**config.mk**
```make
export PLATFORM = sky130hd
export DESIGN_NAME = multicycle_sequencer_flat
export DESIGN_NICKNAME = d
export VERILOG_FILES = /design/src/rtl/multicycle_sequencer_if.sv /design/src/rtl/multicycle_sequencer.sv /design/src/flat_wrapper.sv
export SDC_FILE = /design/constraint.sdc
export NUM_CORES = 1
export LEC_CHECK = 0
export ABC_AREA = 1
export CAP_MARGIN = 20
export CORE_MARGIN = 2
export CORE_UTILIZATION = 48
export CTS_CLUSTER_SIZE = 28
export DETAILED_ROUTE_END_ITERATION = 12
export PLACE_DENSITY = 0.81
export SYNTH_ARGS = -nofsm -noshare
export SYNTH_HDL_FRONTEND = slang
export SYNTH_SLANG_ARGS = --single-unit
export TNS_END_PERCENT = 1
```
**constraint.sdc**
```tcl
create_clock -name clk -period 2.5 [get_ports clk]
set_clock_uncertainty 0.2 [all_clocks]
set_input_delay 0.25 -clock clk [delete_from_list [all_inputs] [get_ports clk]]
set_output_delay 0.25 -clock clk [all_outputs]
set_load 0.02 [all_outputs]
```
**src/rtl/multicycle_sequencer_if.sv**
```systemverilog
// Fetch-side and control-unit-side signals of the multicycle sequencer.
// The slave modport is the sequencer. The master modport is its environment.
interface multicycle_sequencer_if #(
    parameter int OPW = 5
);
    logic [OPW-1:0] fetchOpCode;
    logic           fetchValid;
    logic           interrupt;
    logic           stall;
    logic           flush;
    logic [OPW-1:0] opCode;
    logic           makeMeBubble;
    logic           pcHold;
    logic           intAck;
    logic           illegalOp;
    logic           busy;

    modport slave (
        input  fetchOpCode, fetchValid, interrupt, stall, flush,
        output opCode, makeMeBubble, pcHold, intAck, illegalOp, busy
    );

    modport master (
        output fetchOpCode, fetchValid, interrupt, stall, flush,
        input  opCode, makeMeBubble, pcHold, intAck, illegalOp, busy
    );
endinterface

```
**src/rtl/multicycle_sequencer.sv**
```systemverilog
// Sits in front of the control unit. It passes single-cycle opcodes through,
// expands CALL/RET/RTI into two parts, and injects the interrupt pair.
module multicycle_sequencer #(
    parameter int OPW       = 5,
    parameter bit INT_LEVEL = 1'b0
) (
    input  logic                  clk,
    input  logic                  rst,
    multicycle_sequencer_if.slave bus
);
    localparam logic [OPW-1:0] OP_NOP   = '0;
    localparam logic [OPW-1:0] OP_CALL1 = OPW'(5'b11000);
    localparam logic [OPW-1:0] OP_CALL2 = OPW'(5'b11001);
    localparam logic [OPW-1:0] OP_RET1  = OPW'(5'b11010);
    localparam logic [OPW-1:0] OP_RET2  = OPW'(5'b11011);
    localparam logic [OPW-1:0] OP_RTI1  = OPW'(5'b11100);
    localparam logic [OPW-1:0] OP_RTI2  = OPW'(5'b11101);
    localparam logic [OPW-1:0] OP_INT1  = OPW'(5'b11110);
    localparam logic [OPW-1:0] OP_INT2  = OPW'(5'b11111);

    typedef enum logic [2:0] {IDLE, CALL2, RET2, RTI2, INT2} state_t;

    state_t         state, state_n;
    logic           int_pend, int_pend_n, int_q, int_set;
    logic [OPW-1:0] op_q, op_n;
    logic           bub_q, bub_n, ack_q, ack_n, ill_q, ill_n;
    logic           hold;

    // A new request always wins over the clear from this edge's 11110 issue.
    assign int_set = INT_LEVEL ? bus.interrupt : (bus.interrupt & ~int_q);

    always_ff @(posedge clk or posedge rst) begin
        if (rst) begin
            state    <= IDLE;
            int_pend <= 1'b0;
            int_q    <= 1'b0;
            op_q     <= OP_NOP;
            bub_q    <= 1'b1;
            ack_q    <= 1'b0;
            ill_q    <= 1'b0;
        end else begin
            state    <= state_n;
            int_pend <= int_pend_n;
            int_q    <= bus.interrupt;
            op_q     <= op_n;
            bub_q    <= bub_n;
            ack_q    <= ack_n;
            ill_q    <= ill_n;
        end
    end

    always_comb begin
        state_n    = state;
        int_pend_n = int_pend | int_set;
        op_n       = OP_NOP;
        bub_n      = 1'b1;
        ack_n      = 1'b0;
        ill_n      = 1'b0;
        hold       = 1'b1;
        if (!bus.stall) begin
            case (state)
                IDLE: begin
                    if (int_pend && !bus.flush) begin
                        op_n       = OP_INT1;
                        bub_n      = 1'b0;
                        ack_n      = 1'b1;
                        state_n    = INT2;
                        int_pend_n = int_set;
                    end else if (bus.flush || !bus.fetchValid) begin
                        hold = 1'b0;
                    end else begin
                        hold  = 1'b0;
                        bub_n = 1'b0;
                        // Second-part and interrupt opcodes are internal only.
                        if (bus.fetchOpCode inside {OP_CALL2, OP_RET2, OP_RTI2, OP_INT1, OP_INT2}) begin
                            ill_n = 1'b1;
                        end else begin
                            op_n = bus.fetchOpCode;
                            case (bus.fetchOpCode)
                                OP_CALL1: state_n = CALL2;
                                OP_RET1:  state_n = RET2;
                                OP_RTI1:  state_n = RTI2;
                                default:  state_n = IDLE;
                            endcase
                        end
                    end
                end
                CALL2: begin op_n = OP_CALL2; bub_n = 1'b0; state_n = IDLE; end
                RET2:  begin op_n = OP_RET2;  bub_n = 1'b0; state_n = IDLE; end
                RTI2:  begin op_n = OP_RTI2;  bub_n = 1'b0; state_n = IDLE; end
                INT2:  begin op_n = OP_INT2;  bub_n = 1'b0; state_n = IDLE; end
                default: state_n = IDLE;
            endcase
        end
    end

    assign bus.opCode       = op_q;
    assign bus.makeMeBubble = bub_q;
    assign bus.intAck       = ack_q;
    assign bus.illegalOp    = ill_q;
    assign bus.pcHold       = hold;
    assign bus.busy         = (state != IDLE);
endmodule

```
**src/flat_wrapper.sv**
```systemverilog
// flat-port wrapper written by rule: the top's interface ports become plain ports
module multicycle_sequencer_flat 
#(
    parameter int OPW       = 5,
    parameter bit INT_LEVEL = 1'b0
)
  (clk, rst, bus_fetchOpCode, bus_fetchValid, bus_interrupt, bus_stall, bus_flush, bus_opCode, bus_makeMeBubble, bus_pcHold, bus_intAck, bus_illegalOp, bus_busy);
  multicycle_sequencer_if #(.OPW(OPW)) bus_i ();
  input  logic clk;
  input  logic rst;
  input wire logic [$bits(bus_i.fetchOpCode)-1:0] bus_fetchOpCode;
  input wire logic [$bits(bus_i.fetchValid)-1:0] bus_fetchValid;
  input wire logic [$bits(bus_i.interrupt)-1:0] bus_interrupt;
  input wire logic [$bits(bus_i.stall)-1:0] bus_stall;
  input wire logic [$bits(bus_i.flush)-1:0] bus_flush;
  output wire logic [$bits(bus_i.opCode)-1:0] bus_opCode;
  output wire logic [$bits(bus_i.makeMeBubble)-1:0] bus_makeMeBubble;
  output wire logic [$bits(bus_i.pcHold)-1:0] bus_pcHold;
  output wire logic [$bits(bus_i.intAck)-1:0] bus_intAck;
  output wire logic [$bits(bus_i.illegalOp)-1:0] bus_illegalOp;
  output wire logic [$bits(bus_i.busy)-1:0] bus_busy;
  assign bus_i.fetchOpCode = bus_fetchOpCode;
  assign bus_i.fetchValid = bus_fetchValid;
  assign bus_i.interrupt = bus_interrupt;
  assign bus_i.stall = bus_stall;
  assign bus_i.flush = bus_flush;
  assign bus_opCode = bus_i.opCode;
  assign bus_makeMeBubble = bus_i.makeMeBubble;
  assign bus_pcHold = bus_i.pcHold;
  assign bus_intAck = bus_i.intAck;
  assign bus_illegalOp = bus_i.illegalOp;
  assign bus_busy = bus_i.busy;
  multicycle_sequencer #(.OPW(OPW), .INT_LEVEL(INT_LEVEL)) u_core (.clk(clk), .rst(rst), .bus(bus_i));
endmodule
```
==> results.rst <==
.. list-table::
   :header-rows: 1

   * - Metric
     - Value
   * - Result of the run
     - completed
   * - P_leak
     - about 0.48 nW
   * - CTS tree
     - built
   * - N_diodes
     - 0
   * - Clock Root Buffer
     - sky130_fd_sc_hd__clkbuf_4
   * - Ports placed on the boundary
     - 21
   * - Vias in the first global route
     - around 660
   * - Clock buffer count from CTS
     - 3
   * - Number of nets in the layout
     - 126
   * - Iteration-0 DRC count of the detailed router
     - 15
   * - Number of vias after detailed routing
     - ~660
   * - # DRC
     - 0
   * - Synth cell types
     - 18
   * - Number of detailed-routing iterations run before antenna repair
     - 4
   * - Slowest cell on crit path
     - sky130_fd_sc_hd__clkdlybuf4s50_1
   * - Pwr dens
     - roughly 830 mW/mm^2
   * - Ratio of routed vias to standard cells
     - 5.13
   * - Number of nets produced by synthesis
     - 101
   * - Layout cell share with drive strength beyond 1
     - 0.211
   * - Register bit total from synthesis
     - 13
   * - Pin slew with the least headroom to its limit
     - just under 0.5 ns
   * - Period utilization
     - 0.881
   * - Core Region
     - approximately 0.0013 sq mm
   * - Cell area after synthesis
     - ~710 sq um
   * - Final hold vios
     - 0
   * - CTS sink cnt
     - 13
   * - DIE AREA
     - ~0.0018 sq mm
   * - Count of buffers added by post-CTS timing repair for setup
     - 0
   * - Most frequent cells after synthesis
     - 25 x sky130_fd_sc_hd__nand2_1, 14 x sky130_fd_sc_hd__inv_1, 12 x sky130_fd_sc_hd__dfrtp_1
   * - Relative max-transition margin
     - 0.672
   * - Minimum clock period
     - 2.20 ns
   * - Largest net degree at the start of global routing
     - 14
   * - Count of instances resized after the clock tree is built
     - 0
   * - Most used DFF post-synth
     - sky130_fd_sc_hd__dfrtp_1
   * - Input/output buffers
     - 20
   * - Leftover overflow at the end of global routing
     - 0
   * - Asr flop ratio synth
     - 1.00
   * - Maximum vdd drop
     - ~0.00054 V
   * - Final routed wire length divided by cell count
     - 12.5 um
   * - PnR worst setup slack
     - a little under 0.3 ns
   * - Clock slew at reported path FFs
     - about 0.08 ns
   * - Part of the power in combinational logic
     - 0.467
   * - Seq pwr share
     - 0.362
   * - Die Ht
     - 42.4 um
   * - Design Power
     - between 700 and 800 uW
   * - Proportion of netlist area held by the largest area contributor
     - 0.425
   * - Top cells by area, synth
     - sky130_fd_sc_hd__dfrtp_1 42%, sky130_fd_sc_hd__nand2_1 13%, sky130_fd_sc_hd__inv_1 7.4%, sky130_fd_sc_hd__nand2_2 7.1%, sky130_fd_sc_hd__nor2_2 4.4%
   * - Max Fclk
     - roughly 450 MHz
   * - Routed Antenna Nets
     - 0
   * - Power dissipated by switching net loads
     - 320 uW
   * - Post-Synthesis Cells
     - 90
   * - First-pass GRT wire length
     - approximately 2700 um
   * - Peak per-stage delay on the critical path
     - ~0.53 ns
   * - Startpoint kind of the worst setup timing path
     - flop
   * - Fraction of power spent switching nets
     - 0.404
   * - Setup repair after global routing missed its margin
     - false
   * - Required @ worst endpoint
     - roughly 2 ns
   * - Minimum setup slack after placement
     - 0.318 ns
   * - Number of max-cap violations
     - 0
   * - Critical path endpoint category
     - output pin
   * - Sequential share of the synthesized area
     - 0.462
   * - Last weighted congestion value of the routability-driven placer
     - between 0.9 and 1
   * - Most common cell in the netlist
     - sky130_fd_sc_hd__nand2_1
   * - DP HPWL
     - 1250 um
   * - Cell Rows
     - 13
   * - Clock latency on the worst-skew pair
     - between 0.2 and 0.3 ns
   * - Data arrival time of the critical path
     - between 1.5 and 2 ns
   * - Class of the tightest hold or removal check
     - input pin to async pin
   * - Total routed wirelength
     - ~1600 um
   * - Setup Viol. Count Final
     - 0
   * - Final Max Slew Viols
     - 0
   * - Peak fanout along the critical path
     - 5
   * - Antenna violations before repair
     - 0
   * - Yosys Warn Count
     - 0
   * - Most area-hungry cell type in the Yosys netlist
     - sky130_fd_sc_hd__dfrtp_1
   * - Startpoint-to-endpoint class of the critical path
     - flop to output pin
   * - Area overhead of the layout relative to synthesis
     - 34.7%
   * - H-Tree Depth
     - 1
   * - Overall global routing resource usage
     - 0.200
   * - Bufs on Longest Clock Path
     - 2
   * - Post-synth EDFFs
     - 0
   * - Internal power consumption
     - about 470 uW
   * - Clock group share of total power
     - 0.171
   * - Effective utilization at floorplan
     - 0.530
   * - Die outline width
     - roughly 42 um
   * - Number of hold-repair buffers added at the cts stage
     - 0
   * - Cells along the critical path
     - nor2_2 > nand3_2 > inv_2 > nand2_2 > clkdlybuf4s50_1
   * - Average size of a mapped cell
     - roughly 7.9 sq um
   * - TNS Setup
     - 0 ns
routing by layer:
layer  track usage  routed length (um)
met1         0.240                 731
met2         0.342                 777
met3        0.0431                  74
met4        0.0875                  24
met5             0                   0
through the flow:
stage | hold slack, ns | util | instances | area [sq um]
final | 0.0892 | 0.714 | 129 | 952
after floorplan | -0.0738 | - | 90 | 707
after global routing | 0.159 | 0.714 | 129 | 952
after global placement | 0.219 | 0.694 | 125 | 926
after CTS | 0.104 | 0.714 | 129 | 952
after detailed placement | 0.221 | 0.694 | 125 | 926
power by group through the flow:
stage | registers (mW) | clock network, mW | logic (mW)
after floorplan | 0.325 | 0 | 0.192
after global placement | 0.288 | 0 | 0.360
after detailed placement | 0.291 | 0 | 0.366
after CTS | 0.287 | 0.139 | 0.371
after global routing | 0.292 | 0.142 | 0.406
final | 0.287 | 0.135 | 0.370
cells by family (layout without fill, tap and decap cells):
kind of cell | count (synthesis) | after routing | synth area share
AND/OR/NAND/NOR | 52 | 52 | 0.382
buffers and inverters | 17 | 41 | 0.0903
flip-flops | 13 | 13 | 0.462
AO/OA/AOI/OAI | 8 | 8 | 0.0655
cell type report:
class / instances / area [sq um]
Sequential cell: 13 / 327
Multi-Input combinational cell: 60 / 317
Inverter: 17 / 63.8
Fill cell: 103 / 382
Timing Repair Buffer: 20 / 200
Clock buffer: 4 / 26.3
Tap cell: 15 / 18.8
sequential cells by signal, summed over array words and instances, names as in the netlist:
signal                   count
u_core.state                 3
u_core.bus.illegalOp         1
u_core.bus.intAck            1
u_core.bus.opCode            5
u_core.int_q                 1
u_core.int_pend              1
u_core.bus.makeMeBubble      1
worst paths after layout:
check,start,to,slack [ns],cells past startpoint
max,u_core.state[1],bus_pcHold,0.30,5
min,rst,u_core.bus.illegalOp,0.09,2
max reg2reg,u_core.state[1],u_core.bus.opCode[2],1.11,7
min reg2reg,u_core.int_q,u_core.int_pend,0.23,1
max in group asynchronous,rst,u_core.bus.makeMeBubble,1.66,2
min in group clk,u_core.int_q,u_core.int_pend,0.23,1
placed cells by master (no fill, tap or decap), drive strengths merged:
master,synthesis,layout
a21oi,5,5
nand4,3,3
clkdlybuf4s50,0,20
inv,17,17
o211ai,1,1
nand2,33,33
dfstp,1,1
clkbuf,0,4
o21ai,1,1
nand3,4,4
dfrtp,12,12
o2bb2ai,1,1
nor3,4,4
nor2,8,8
critical path, delay by kind of cell (launching register included):
kind	cells	cell delay [ns]
buf+inv	2	0.65
simple gates	3	0.37
flops	1	0.44
Note: power is estimated with default switching activity, not from simulation.
